<file path="src/rtl/uart_arb_pkg.sv">
// Shared source IDs, data width and round-robin helper for the UART TX arbiter.
package uart_arb_pkg;

    localparam int DATA_W = 8;

    localparam logic [1:0] SRC_MON  = 2'd0;
    localparam logic [1:0] SRC_IO   = 2'd1;
    localparam logic [1:0] SRC_ECHO = 2'd2;
    localparam logic [1:0] SRC_NONE = 2'd3;

    // Rotation MON -> IO -> ECHO -> MON; NONE restarts the search at MON.
    function automatic logic [1:0] next_src(input logic [1:0] last);
        case (last)
            SRC_MON: return SRC_IO;
            SRC_IO:  return SRC_ECHO;
            default: return SRC_MON;
        endcase
    endfunction

endpackage

</file>
<file path="src/rtl/uart_arb_fifo.sv">
// Small synchronous byte FIFO used to buffer loopback echo bytes.
module uart_arb_fifo
    import uart_arb_pkg::*;
#(
    parameter int DEPTH = 4,
    parameter int AW    = 2
) (
    input  logic              clk,
    input  logic              rst_n,
    input  logic              push,
    input  logic              pop,
    input  logic [DATA_W-1:0] din,
    output logic [DATA_W-1:0] dout,
    output logic              full,
    output logic              empty
);

    logic [DATA_W-1:0] mem [DEPTH];
    logic [AW-1:0]     wptr;
    logic [AW-1:0]     rptr;
    logic [AW:0]       count;
    logic              push_ok;
    logic              pop_ok;

    // A push into a full buffer is only safe when a pop frees the slot in the same cycle.
    assign pop_ok  = pop & ~empty;
    assign push_ok = push & (~full | pop_ok);

    always_ff @(posedge clk) begin
        if (push_ok) mem[wptr] <= din;
    end

    always_ff @(posedge clk or negedge rst_n) begin
        if (!rst_n) begin
            wptr  <= '0;
            rptr  <= '0;
            count <= '0;
        end else begin
            if (push_ok) wptr <= wptr + 1'b1;
            if (pop_ok)  rptr <= rptr + 1'b1;
            case ({push_ok, pop_ok})
                2'b10:   count <= count + 1'b1;
                2'b01:   count <= count - 1'b1;
                default: count <= count;
            endcase
        end
    end

    assign full  = (count == (AW+1)'(DEPTH));
    assign empty = (count == '0);
    assign dout  = mem[rptr];

endmodule

</file>
<file path="src/rtl/uart_tx_arb.sv">
// Round-robin arbiter sharing the TX FIFO write port between echo, monitor and CPU bytes.
module uart_tx_arb
    import uart_arb_pkg::*;
#(
    parameter int ECHO_DEPTH = 4,
    parameter int ECHO_AW    = 2
) (
    input  logic              clk,
    input  logic              rst_n,
    input  logic              echo_en,
    input  logic              echo_we,
    input  logic [DATA_W-1:0] echo_data,
    output logic              echo_ovf,
    input  logic              echo_ovf_clr,
    input  logic              mon_valid,
    input  logic [DATA_W-1:0] mon_data,
    input  logic              mon_lock,
    output logic              mon_ready,
    input  logic              io_valid,
    input  logic [DATA_W-1:0] io_data,
    output logic              io_ready,
    input  logic              tx_fifo_full,
    output logic              tx_wten,
    output logic [DATA_W-1:0] tx_wdata,
    output logic              busy
);

    logic [1:0]        rr_last;
    logic              lock_st;
    logic [1:0]        grant;
    logic [1:0]        cand;
    logic [3:0]        req;
    logic              echo_push;
    logic              echo_pop;
    logic              echo_drop;
    logic              echo_full;
    logic              echo_empty;
    logic [DATA_W-1:0] echo_dout;

    uart_arb_fifo #(
        .DEPTH (ECHO_DEPTH),
        .AW    (ECHO_AW)
    ) u_echo_fifo (
        .clk   (clk),
        .rst_n (rst_n),
        .push  (echo_push),
        .pop   (echo_pop),
        .din   (echo_data),
        .dout  (echo_dout),
        .full  (echo_full),
        .empty (echo_empty)
    );

    assign req = {1'b0, ~echo_empty, io_valid, mon_valid};

    // Grant is forced idle during reset so every output reads 0 while rst_n is low.
    always_comb begin
        grant = SRC_NONE;
        cand  = next_src(rr_last);
        if (rst_n) begin
            if (lock_st) begin
                if (mon_valid) grant = SRC_MON;
            end else begin
                for (int i = 0; i < 3; i++) begin
                    if (grant == SRC_NONE && req[cand]) grant = cand;
                    cand = next_src(cand);
                end
            end
        end
    end

    always_comb begin
        tx_wdata = '0;
        case (grant)
            SRC_MON:  tx_wdata = mon_data;
            SRC_IO:   tx_wdata = io_data;
            SRC_ECHO: tx_wdata = echo_dout;
            default:  tx_wdata = '0;
        endcase
    end

    assign tx_wten   = (grant != SRC_NONE) & ~tx_fifo_full;
    assign mon_ready = tx_wten & (grant == SRC_MON);
    assign io_ready  = tx_wten & (grant == SRC_IO);
    assign busy      = rst_n & (mon_valid | io_valid | ~echo_empty);

    assign echo_pop  = tx_wten & (grant == SRC_ECHO);
    assign echo_push = echo_we & echo_en & (~echo_full | echo_pop);
    assign echo_drop = echo_we & echo_en & echo_full & ~echo_pop;

    always_ff @(posedge clk or negedge rst_n) begin
        if (!rst_n) begin
            rr_last  <= SRC_ECHO;
            lock_st  <= 1'b0;
            echo_ovf <= 1'b0;
        end else begin
            if (tx_wten) rr_last <= grant;
            if (mon_ready && mon_lock) lock_st <= 1'b1;
            else if (!mon_lock)        lock_st <= 1'b0;
            if (echo_ovf_clr)   echo_ovf <= 1'b0;
            else if (echo_drop) echo_ovf <= 1'b1;
        end
    end

endmodule
</file>
<file path="config.mk">
export PLATFORM = sky130hd
export DESIGN_NAME = uart_tx_arb
export DESIGN_NICKNAME = d
export VERILOG_FILES = /design/src/rtl/uart_arb_pkg.sv /design/src/rtl/uart_arb_fifo.sv /design/src/rtl/uart_tx_arb.sv
export SDC_FILE = /design/constraint.sdc
export NUM_CORES = 1
export LEC_CHECK = 0
export CORE_MARGIN = 5
export CORE_UTILIZATION = 40
export CTS_CLUSTER_DIAMETER = 50
export DETAILED_ROUTE_END_ITERATION = 16
export PLACE_DENSITY = 0.7
export SLEW_MARGIN = 5
export SYNTH_ARGS = -nofsm -noshare
export SYNTH_HDL_FRONTEND = slang
export SYNTH_SLANG_ARGS = --single-unit
</file>
<file path="constraint.sdc">
create_clock -name clk -period 2.5 [get_ports clk]
set_clock_uncertainty 0.15 [all_clocks]
set_input_delay 0.5 -clock clk [delete_from_list [all_inputs] [get_ports clk]]
set_output_delay 0.5 -clock clk [all_outputs]
set_load 0.005 [all_outputs]
</file>
==> metrics.yaml, run 1 <==
critPathLaunch: "u_echo_fifo.count[2]$_DFFE_PN0P_"
slew_viol_final: 0
ioPinCount: 46
fin_ws_ps: -168.5
worstPathCellList: "nor4_4 -> a31oi_2 -> or2_4 -> buf_12 -> mux2i_1 -> o22ai_1 -> buf_2"
syn_to_final_growth_pct: 52.97
dieArea_sq_um: 6819
clkLatencyLatePin_ps: 280
syn_inst: 148
final-hold-violation-count: 0
status: "finished, violations left"
globalRoute.totalOverflow: 0
synthesis.area_sq_um: 2107
critical_path.endpoint: "tx_wdata[4]"
h-tree-depth: 2
crit_buf_inv: 2
rrSetupSlack_ps: -80
worstHoldPathType: "primary input to asynchronous set/reset pin"
total_power_mw: 3.065
fp.dieH_um: 82.58
finalCriticalPeriod_ps: 2669
dr_total_vias: 1502
cts_inserted_buffers: 5
max_cap_violations: 0
placed_cells: 279
path_clk_slew_ps: 70
setup.worst_path.end_class: "output pin"
detail_route.drc_violations: 0
slowest_stage: "dfrtp_2"
dieWidth_um: 82.58
tightest_slew_ps: 408.9
ys_warn_count: 0
reg2reg_depth: 10
synth.distinct_cells: 41
p_leak_nw: 1.270
antennaDiodeCount: 0
r2r-start: "rr_last[1]$_DFFE_PN1P_"
start_util_pct: 41.25
grt_pass1_vias: 1603
seqCellArea_sq_um: 1241
firstDrtPassIters: 4
finalNetCount: 268
crit_path_max_fanout: 5
failed_checks: "negative setup slack"
coreArea_sq_um: 5107
finalWeightedCongestion: 0.8348
multiInputGateArea_sq_um: 997.2
path_delay_family: "simple AND/OR/NAND/NOR gates"
io_buffers: 45
grt_antenna_before_repair: 0
grt_max_degree: 13
grt_setup_unrepaired: "yes"
drtIter0Drc: 51
num_rows: 26
holdWs_ps: 143.3
stdcell_count: 299
drtAntennaViolNets: 0
fillers: 374
fmax_mhz: 374.7
r2r_end: "u_echo_fifo.count[1]$_DFFE_PN0P_"
crit_arrival_ps: 2020
grt_pass1_wl_um: 7596
dp_hpwl_um: 3391
vdd_drop_max_uv: 441.3
cp-start-kind: "flip-flop"
vias_per_cell: 5.023
drive_gt1_share_pct: 46.72
clockBufferDepth: 2
cts_sinks: 43
ys_ff_latch: 43
power_density_nw_per_um2: 950.9
worst_ep_required_time_ps: 1850
synth_area_per_cell_sq_um: 14.24
seq_area_frac_synth_pct: 58.73
setup_violations: 11
path_class: "flip-flop to output pin"
wl_per_cell_um: 16.68
cp.depth: 7
cts_tree: "yes"
max-slew-margin-rel_pct: 72.74
cp_slowest_stage_delay_ps: 460
synth_nets: 187
track_usage_pct: 15.10
finalCritPeriodShare_pct: 106.7
cts_root_buf: "clkbuf_8"
wirelength_um: 4987
[flip-flops by register name (all words and copies together), names as in the netlist]
name and flops:
u_echo_fifo.wptr 2, rr_last 2, u_echo_fifo.rptr 2, u_echo_fifo.mem 32
echo_ovf 1, u_echo_fifo.count 3, lock_st 1
[metal layers]
layer	global-route usage (%)	share of wire, %	vias up
met3	4.121	6.8	12
met1	15.96	38	728
met2	28.37	53	45
met5	0	0	-
met4	5.556	2.2	0
li1	-	-	717
[cell usage after synthesis]
| cell | number | area [sq um] |
|---|---|---|
| dfrtp_1 | 10 | 250.2 |
| clkbuf_1 | 2 | 7.510 |
| a31oi_1 | 1 | 6.260 |
| or3_1 | 1 | 6.260 |
| fa_1 | 1 | 20.02 |
| nor4_1 | 1 | 6.260 |
| nand4_2 | 1 | 12.51 |
| o21ai_0 | 1 | 5.000 |
| nor4b_1 | 2 | 17.52 |
| a2111oi_2 | 1 | 15.01 |
| nor2_1 | 5 | 18.77 |
| inv_1 | 12 | 45.04 |
| buf_4 | 1 | 7.510 |
| a41oi_1 | 1 | 8.760 |
| dfstp_2 | 1 | 26.28 |
| nand2b_1 | 2 | 12.51 |
| mux4_2 | 8 | 180.2 |
| and2_1 | 1 | 6.260 |
| o21a_1 | 2 | 15.01 |
| ha_1 | 5 | 62.56 |
| edfxtp_1 | 32 | 960.9 |
| nand2_1 | 4 | 15.01 |
| nand3_1 | 8 | 40.04 |
| nor4_2 | 1 | 12.51 |
| nor3_1 | 1 | 5.000 |
| o22ai_1 | 9 | 56.30 |
| xor2_1 | 2 | 17.52 |
| buf_6 | 1 | 11.26 |
| a21oi_1 | 3 | 15.01 |
| buf_1 | 1 | 3.750 |
| xnor2_1 | 4 | 35.03 |
| inv_2 | 1 | 3.750 |
| a21boi_0 | 1 | 7.510 |
| mux2i_1 | 9 | 90.09 |
| and2_2 | 5 | 37.54 |
| mux2_4 | 1 | 15.01 |
| a31oi_4 | 1 | 21.27 |
| or2_0 | 1 | 6.260 |
| or2_1 | 1 | 6.260 |
| a21o_1 | 1 | 7.510 |
| buf_2 | 2 | 10.01 |
[metrics by stage]
stage | setup WS, ps | setup TNS, ps | instance area [sq um] | util [%]
2_1_floorplan | 37.19 | 0 | 2107 | -
5_1_grt | -304.2 | -2765 | 3223 | 63.11
3_3_place_gp | -742.7 | -23450 | 2790 | 54.63
6_report | -168.5 | -1282 | 3223 | 63.11
4_1_cts | -142.8 | -1235 | 3110 | 60.90
3_5_place_dp | -872.0 | -26420 | 2790 | 54.63
[layout by cell type, fill, tap and decap left out, types with 5 or more instances in the layout]
master	instances
buf_6	6
clkbuf_8	5
mux4_2	8
inv_2	5
o22ai_1	7
buf_2	11
buf_4	27
and2_4	5
nand3_2	7
inv_1	8
edfxtp_1	32
clkdlybuf4s50_1	29
dfrtp_1	7
mux2i_1	8
[report_power, final]
group | switching (mW) | internal, mW | leakage (nW)
logic | 0.643 | 0.857 | 0.799
registers | 0.152 | 0.920 | 0.420
clock network | 0.201 | 0.292 | 0.0513
[final cells by class]
type                    count  share of cell area [%]
multi-input cells          85                   30.94
repair buffers             81                   23.14
flip-flops and latches     43                   38.51
clock buffers               6                   2.252
clock inverters             1                  0.9317
well taps                  70                   2.717
inverters                  13                   1.514
[worst min-delay path by stage]
stage,startpoint,end,cells after the start
after global routing,rst_n,lock_st$_DFFE_PN0P_,2
final,rst_n,u_echo_fifo.rptr[0]$_DFFE_PN0P_,2
after global placement,echo_ovf$_DFFE_PN0P_,echo_ovf$_DFFE_PN0P_,2
after CTS,rst_n,u_echo_fifo.rptr[0]$_DFFE_PN0P_,2
after detailed placement,echo_ovf$_DFFE_PN0P_,echo_ovf$_DFFE_PN0P_,2
after floorplan,rst_n,echo_ovf$_DFFE_PN0P_,0
[what timing repair did]
| item | CTS | global route |
|---|---|---|
| hold buffers | 0 | 0 |
| setup endpoints to repair | 47 | 14 |
| gates cloned | 2 | 1 |
| resized for setup | 93 | 21 |
| setup buffers | 7 | 4 |
| pin swaps | 19 | 17 |
[worst register-to-register path, delay by kind of cell (launching register included)]
kind                       cells  cell delay (ps)
adders and majority gates      2              570
muxes                          1              150
and+or+nand+nor                2              230
DFF                            1              580
AOI/OAI and AO/OA              2              590
buffers and inverters          3              230
[cell families (layout without fill, tap and decap cells)]
| kind of cell | Yosys count | count (layout) | synth area share, % |
|---|---|---|---|
| compound gates | 21 | 21 | 7.482 |
| xor+xnor | 6 | 6 | 2.494 |
| fa+ha+maj | 6 | 6 | 3.919 |
| buf+inv | 20 | 101 | 4.216 |
| flops | 43 | 43 | 58.73 |
| mux | 18 | 18 | 13.54 |
| simple gates | 34 | 34 | 9.621 |
(Power assumes the default switching activity.)
==> inputs of run 2 (changes only) <==
HOLD_SLACK_MARGIN = 0.03   (was unset)
SYNTH_HIERARCHICAL = 1   (was unset)
==> run 2 against run 1 <==
Compared with the run above:
- the run still ends with negative setup slack left
- die area decreased by 0.36%
- worst hold slack improved by 7.4 ps
- critical endpoint is now u_echo_fifo/count[2]$_DFFE_PN0P_
- highest routed layer unchanged
- cell area decreased by 1.2%
==> metrics.yaml, run 2 <==
synth_edf_count: 32
synth_top_family_by_area: "multiplexers"
clkLatencyLatePin_ps: 290
grt_setup_unrepaired: "yes"
vias_per_cell: 5.000
dp_slack_ps: -1109
ys.flop_type: "edfxtp_1"
max-slew-margin-rel_pct: 74.17
io_buffers: 45
p_leak_nw: 1.282
setup.worst_path.end_class: "flip-flop"
status: "finished, violations left"
max_cap_violations: 0
cts_inserted_buffers: 5
yosysTopAreaCell: "edfxtp_1"
worst_ep_required_time_ps: 2570
syn_inst: 140
cp-start-kind: "flip-flop"
top_regs: "u_echo_fifo/mem: 32 flops, u_echo_fifo/count: 3 flops"
total_power_mw: 3.048
coreArea_sq_um: 5107
crit_path_max_fanout: 5
synth.distinct_cells: 40
critPathLaunch: "u_echo_fifo/count[0]$_DFFE_PN0P_"
synth_area_per_cell_sq_um: 14.99
slew_viol_final: 0
seqPwrFrac_pct: 33.6
gr-max-usage-layer: "met2"
crit_arrival_ps: 2750
dieArea_sq_um: 6794
async_flop_share_pct: 25.58
clockBufferDepth: 2
finalCritPeriodShare_pct: 107.3
synth_compound_gate_area_share_pct: 8.348
met3_usage_pct: 3.362
dp_hpwl_um: 3494
top_register: "u_echo_fifo/mem"
drive_gt1_share_pct: 43.56
power_density_nw_per_um2: 957.6
wl_per_cell_um: 17.23
fmax_mhz: 372.9
yosys-top-cells-count: "edfxtp_1 (32), inv_1 (12), dfrtp_1 (10), mux2i_1 (10), o2bb2ai_1 (9)"
ys_warn_count: 6
synth_nets: 179
power_switching_mw: 0.9467
r2r-start: "u_echo_fifo/count[0]$_DFFE_PN0P_"
globalRoute.totalOverflow: 0
cts_tree: "yes"
dieWidth_um: 82.43
path_clk_slew_ps: 80
design_area_sq_um: 3183
combPwrFrac_pct: 46.1
grt_pass1_vias: 1596
wirelength_um: 5084
h-tree-depth: 2
finalWeightedCongestion: 0.8069
worstHoldPathType: "primary input to asynchronous set/reset pin"
detail_route.drc_violations: 0
switching_share_pct: 31.06
tightest_slew_ps: 387.5
num_rows: 26
cts_root_buf: "clkbuf_8"
fp.dieH_um: 82.43
p_int_mw: 2.101
largest_reg_flops: 32
synthTopCellsByArea: "edfxtp_1 (46%), dfrtp_1 (12%), mux4_2 (8.6%), mux2i_1 (4.8%), o2bb2ai_1 (3.8%)"
clockPowerShare_pct: 20.2
grt_antenna_before_repair: 0
synthesis.area_sq_um: 2098
use_met2_pct: 28.04
firstDrtPassIters: 4
holdWs_ps: 150.7
drtAntennaViolNets: 0
drtIter0Drc: 38
track_usage_pct: 15.58
ioPinCount: 46
synth.area.mux_share_pct: 14.07
synthXorXnorAreaFrac_pct: 2.504
seq_area_frac_synth_pct: 58.97
finalCriticalPeriod_ps: 2681
fillers: 382
yosysMostFrequentCell: "edfxtp_1"
fin_ws_ps: -181.3
layout_common_cells: "edfxtp_1 (32), clkdlybuf4s50_1 (30), buf_4 (25)"
syn_to_final_growth_pct: 51.70
ys_ff_latch: 43
start_util_pct: 41.08
cts_sinks: 43
final-hold-violation-count: 0
synth_fa_ha_area_share_pct: 3.936
grt_pass1_wl_um: 7590
synth_top_area_share_pct: 45.80
grt_max_degree: 15
final_common_cell: "edfxtp_1"
met1_usage_pct: 17.11
final_util_pct: 62.32
antennaDiodeCount: 0
failed_checks: "negative setup slack"
synthSimpleGateAreaFrac_pct: 9.064
dpl_cell_area_sq_um: 2838
dr_total_vias: 1475
finalNetCount: 263
path_class: "flip-flop to flip-flop"
setup_violations: 11
hold_buffers: 0
vdd_drop_max_uv: 431.0
==> run 2: changes by cell type in the layout (fill, tap and decap cells not counted), moves of 3 or more <==
cell,delta
o2bb2ai_2,+5
buf_2,-3
nor3_4,+4
dfrtp_2,-3
a21oi_1,-3
o2bb2ai_1,+3
nand3_2,-7
dfrtp_1,+3
o22ai_1,-6
inv_2,-3
clkbuf_2,+4
==> run 2: final timing paths <==
path | to | slack [ps] | cells after the start
worst max-delay path | u_echo_fifo/count[2]$_DFFE_PN0P_ | -180 | 14
worst min-delay path | echo_ovf$_DFFE_PN0P_ | 150 | 2
worst max register to register | u_echo_fifo/count[2]$_DFFE_PN0P_ | -180 | 14
worst min register to register | echo_ovf$_DFFE_PN0P_ | 390 | 2
max in group asynchronous | rr_last[1]$_DFFE_PN1N_ | 1820 | 2
min in group clk | echo_ovf$_DFFE_PN0P_ | 390 | 2
==> run 2: power by group through the flow <==
stage               Sequential (mW)  Combinational, mW  Clock (mW)
floorplan                      1.01              0.690           0
global placement               1.03               1.11           0
detailed placement             1.04               1.17           0
CTS                            1.03               1.24       0.637
global route                   1.04               1.52       0.663
finish                         1.03               1.41       0.617
==> run 2: critical path, stage by stage, from the launching register on <==
cell and delay [ps]:
dfrtp_1 410, nor3_4 240, buf_6 160, nor3_4 50, a22oi_2 230, nor3_4 90
o211a_1 220, o21a_4 120, inv_2 60, ha_4 130, inv_2 30, fa_2 330
xor2_1 140, nor2_1 110, xor2_1 140
==> run 2: kinds of logic after synthesis <==
group / count (synthesis)
AOI/OAI and AO/OA: 21
xor gates and xnor gates: 6
adders and majority gates: 6
buffers and inverters: 15
DFF: 43
muxes: 19
and+or+nand+nor: 30
==> run 2: timing repair <==
action                     4_1_cts  5_1_grt
setup endpoints to repair       47       45
buffers inserted                 6        7
resized for setup               56       29
pin swaps                       11        7
==> run 2: through the flow <==
stage	std cells	TNS [ps]
floorplan	140	-109.9
global placement	275	-24230
detailed placement	275	-29180
CTS	289	-1415
global route	295	-2436
finish	295	-975.4
==> run 2: per-layer routing <==
metal | vias up | part of all wire [%]
met2 | 41 | 54
li1 | 700 | -
met3 | 6 | 5.8
met4 | 0 | 1.6
met5 | - | 0
met1 | 728 | 39
==> run 2: final cells by class <==
class	count	area, sq um	area share (%)
flip-flops and latches	43	1237	38.88
clock inverters	2	60.06	1.887
multi-input cells	82	975.9	30.66
well taps	70	87.58	2.752
clock buffers	6	72.57	2.280
repair buffers	80	704.4	22.13
inverters	12	45.04	1.415
==> inputs of run 3 (changes only) <==
CORE_UTILIZATION = 29   (was 40)
PLACE_DENSITY = 0.55   (was 0.7)
==> run 3 against run 2 <==
Compared with the run above:
- the flow still finishes with violations (negative setup slack)
- fmax decreased by 1.7%
- core utilization down 18 points
- register-to-register slack worse by 50 ps
- sequential power about the same
- critical path depth unchanged
- critical endpoint unchanged
- largest power group unchanged
- highest routed layer unchanged
==> metrics.yaml, run 3 (synthesis results as in run 2) <==
dieArea_sq_um: 9036
vdd_drop_max_uv: 345.3
num_rows: 31
top_register: "u_echo_fifo/mem"
reg2reg_depth: 14
fmax_mhz: 366.5
dr_total_vias: 1439
clockPowerShare_pct: 18.2
p_int_mw: 1.944
tightest_slew_ps: 444.8
grt_setup_unrepaired: "yes"
globalRoute.totalOverflow: 0
grt_antenna_before_repair: 0
worstHoldPathType: "primary input to asynchronous set/reset pin"
setup.worst_path.end_class: "flip-flop"
cts_root_buf: "clkbuf_8"
finalCriticalPeriod_ps: 2729
fp.dieH_um: 95.06
cp-start-kind: "flip-flop"
largest_reg_flops: 32
firstDrtPassIters: 4
layout_common_cells: "buf_4 (35), edfxtp_1 (32), clkdlybuf4s50_1 (30)"
antennaDiodeCount: 0
path_class: "flip-flop to flip-flop"
dieWidth_um: 95.06
drtAntennaViolNets: 0
cp.depth: 14
final-hold-violation-count: 0
cp_slowest_stage_delay_ps: 410
path_clk_slew_ps: 80
worst_ep_required_time_ps: 2530
p_leak_nw: 1.277
grt_pass1_vias: 1480
wl_met2_um: 2208
hold_buffers: 0
worstPathCellList: "nor3_4 -> buf_4 -> o21ai_2 -> a22oi_2 -> nor3_4 -> buf_4 -> o21a_4 -> inv_2 -> ha_4 -> inv_2 -> fa_2 -> xor2_1 -> nor2_1 -> xor2_1"
vias_per_cell: 4.387
switching_share_pct: 31.29
cts_sinks: 43
seqPwrFrac_pct: 37.0
finalCritPeriodShare_pct: 109.1
drive_gt1_share_pct: 40.61
path_delay_family: "compound AO/OA/AOI/OAI gates"
crit_path_max_fanout: 5
start_util_pct: 29.40
clockBufferDepth: 2
syn_to_final_growth_pct: 49.43
crit_arrival_ps: 2750
wl_per_cell_um: 13.98
track_usage_pct: 10.48
max-slew-margin-rel_pct: 70.34
clkLatencyLatePin_ps: 290
setup_violations: 10
routed.top_layer: "met4"
final_common_cell: "buf_4"
top_regs: "u_echo_fifo/mem: 32 flops, u_echo_fifo/count: 3 flops"
finalNetCount: 267
slew_viol_final: 0
cts_inserted_buffers: 5
dp_hpwl_um: 3351
ioPinCount: 46
power_switching_mw: 0.8851
wirelength_um: 4585
h-tree-depth: 2
power_density_nw_per_um2: 902.3
grt_max_degree: 15
coreArea_sq_um: 7137
detail_route.drc_violations: 0
drtIter0Drc: 23
slowest_stage: "dfrtp_1"
finalWeightedCongestion: 0.7619
dr_wl_met3_um: 262
holdWs_ps: 152.1
fin_ws_ps: -228.7
status: "finished, violations left"
grt_pass1_wl_um: 7286
io_buffers: 45
max_cap_violations: 0
combPwrFrac_pct: 44.9
failed_checks: "negative setup slack"
met1_length_um: 2049
cts_tree: "yes"
dp_slack_ps: -666.2
crit_buf_inv: 4
-- run 3: timing repair --
action | in CTS | in global routing
pin swaps | 16 | 9
setup buffers | 10 | 5
resized for setup | 60 | 7
endpoints found under the setup margin | 46 | 46
-- run 3: cell type report --
cell class / instances / area [sq um]
Clock buffer: 5 / 68.82
Clock inverter: 3 / 38.79
Fill cell: 676 / 4001
Inverter: 12 / 45.04
Multi-Input combinational cell: 82 / 915.9
Sequential cell: 43 / 1237
Tap cell: 99 / 123.9
Timing Repair Buffer: 84 / 705.7
-- run 3: path summary, 6_finish.rpt --
check,from,to,slack [ps]
min reg2reg,u_echo_fifo/rptr[0]$_DFFE_PN0P_,u_echo_fifo/rptr[0]$_DFFE_PN0P_,370
max in group asynchronous,rst_n,rr_last[1]$_DFFE_PN1N_,1830
max,u_echo_fifo/count[0]$_DFFE_PN0P_,u_echo_fifo/count[2]$_DFFE_PN0P_,-230
min in group clk,u_echo_fifo/rptr[0]$_DFFE_PN0P_,u_echo_fifo/rptr[0]$_DFFE_PN0P_,370
min,rst_n,lock_st$_DFFE_PN0P_,150
max reg2reg,u_echo_fifo/count[0]$_DFFE_PN0P_,u_echo_fifo/count[2]$_DFFE_PN0P_,-230
-- run 3: layer usage --
metal  global-route usage, %  up-vias
met5                       0        -
met4                   3.726        0
met3                   2.526        6
met2                   17.20       39
met1                   13.48      684
li1                        -      710
-- run 3: power groups by stage --
| stage | clock network [mW] | registers [mW] | logic (mW) |
|---|---|---|---|
| 6_report | 0.514 | 1.05 | 1.27 |
| 5_1_grt | 0.567 | 1.07 | 1.40 |
| 4_1_cts | 0.531 | 1.05 | 1.23 |
| 3_5_place_dp | 0 | 1.06 | 1.13 |
| 3_3_place_gp | 0 | 1.06 | 1.13 |
| 2_1_floorplan | 0 | 1.01 | 0.690 |
-- run 3: through the flow --
step	power, mW	TNS (ps)	utilization [%]	std cells	area (sq um)
finish	2.829	-1267	43.93	328	3136
global route	3.030	-2525	43.93	328	3136
CTS	2.809	-1685	43.20	323	3083
detailed placement	2.192	-21750	40.20	305	2869
global placement	2.189	-20460	40.20	305	2869
floorplan	1.703	-109.9	-	140	2135
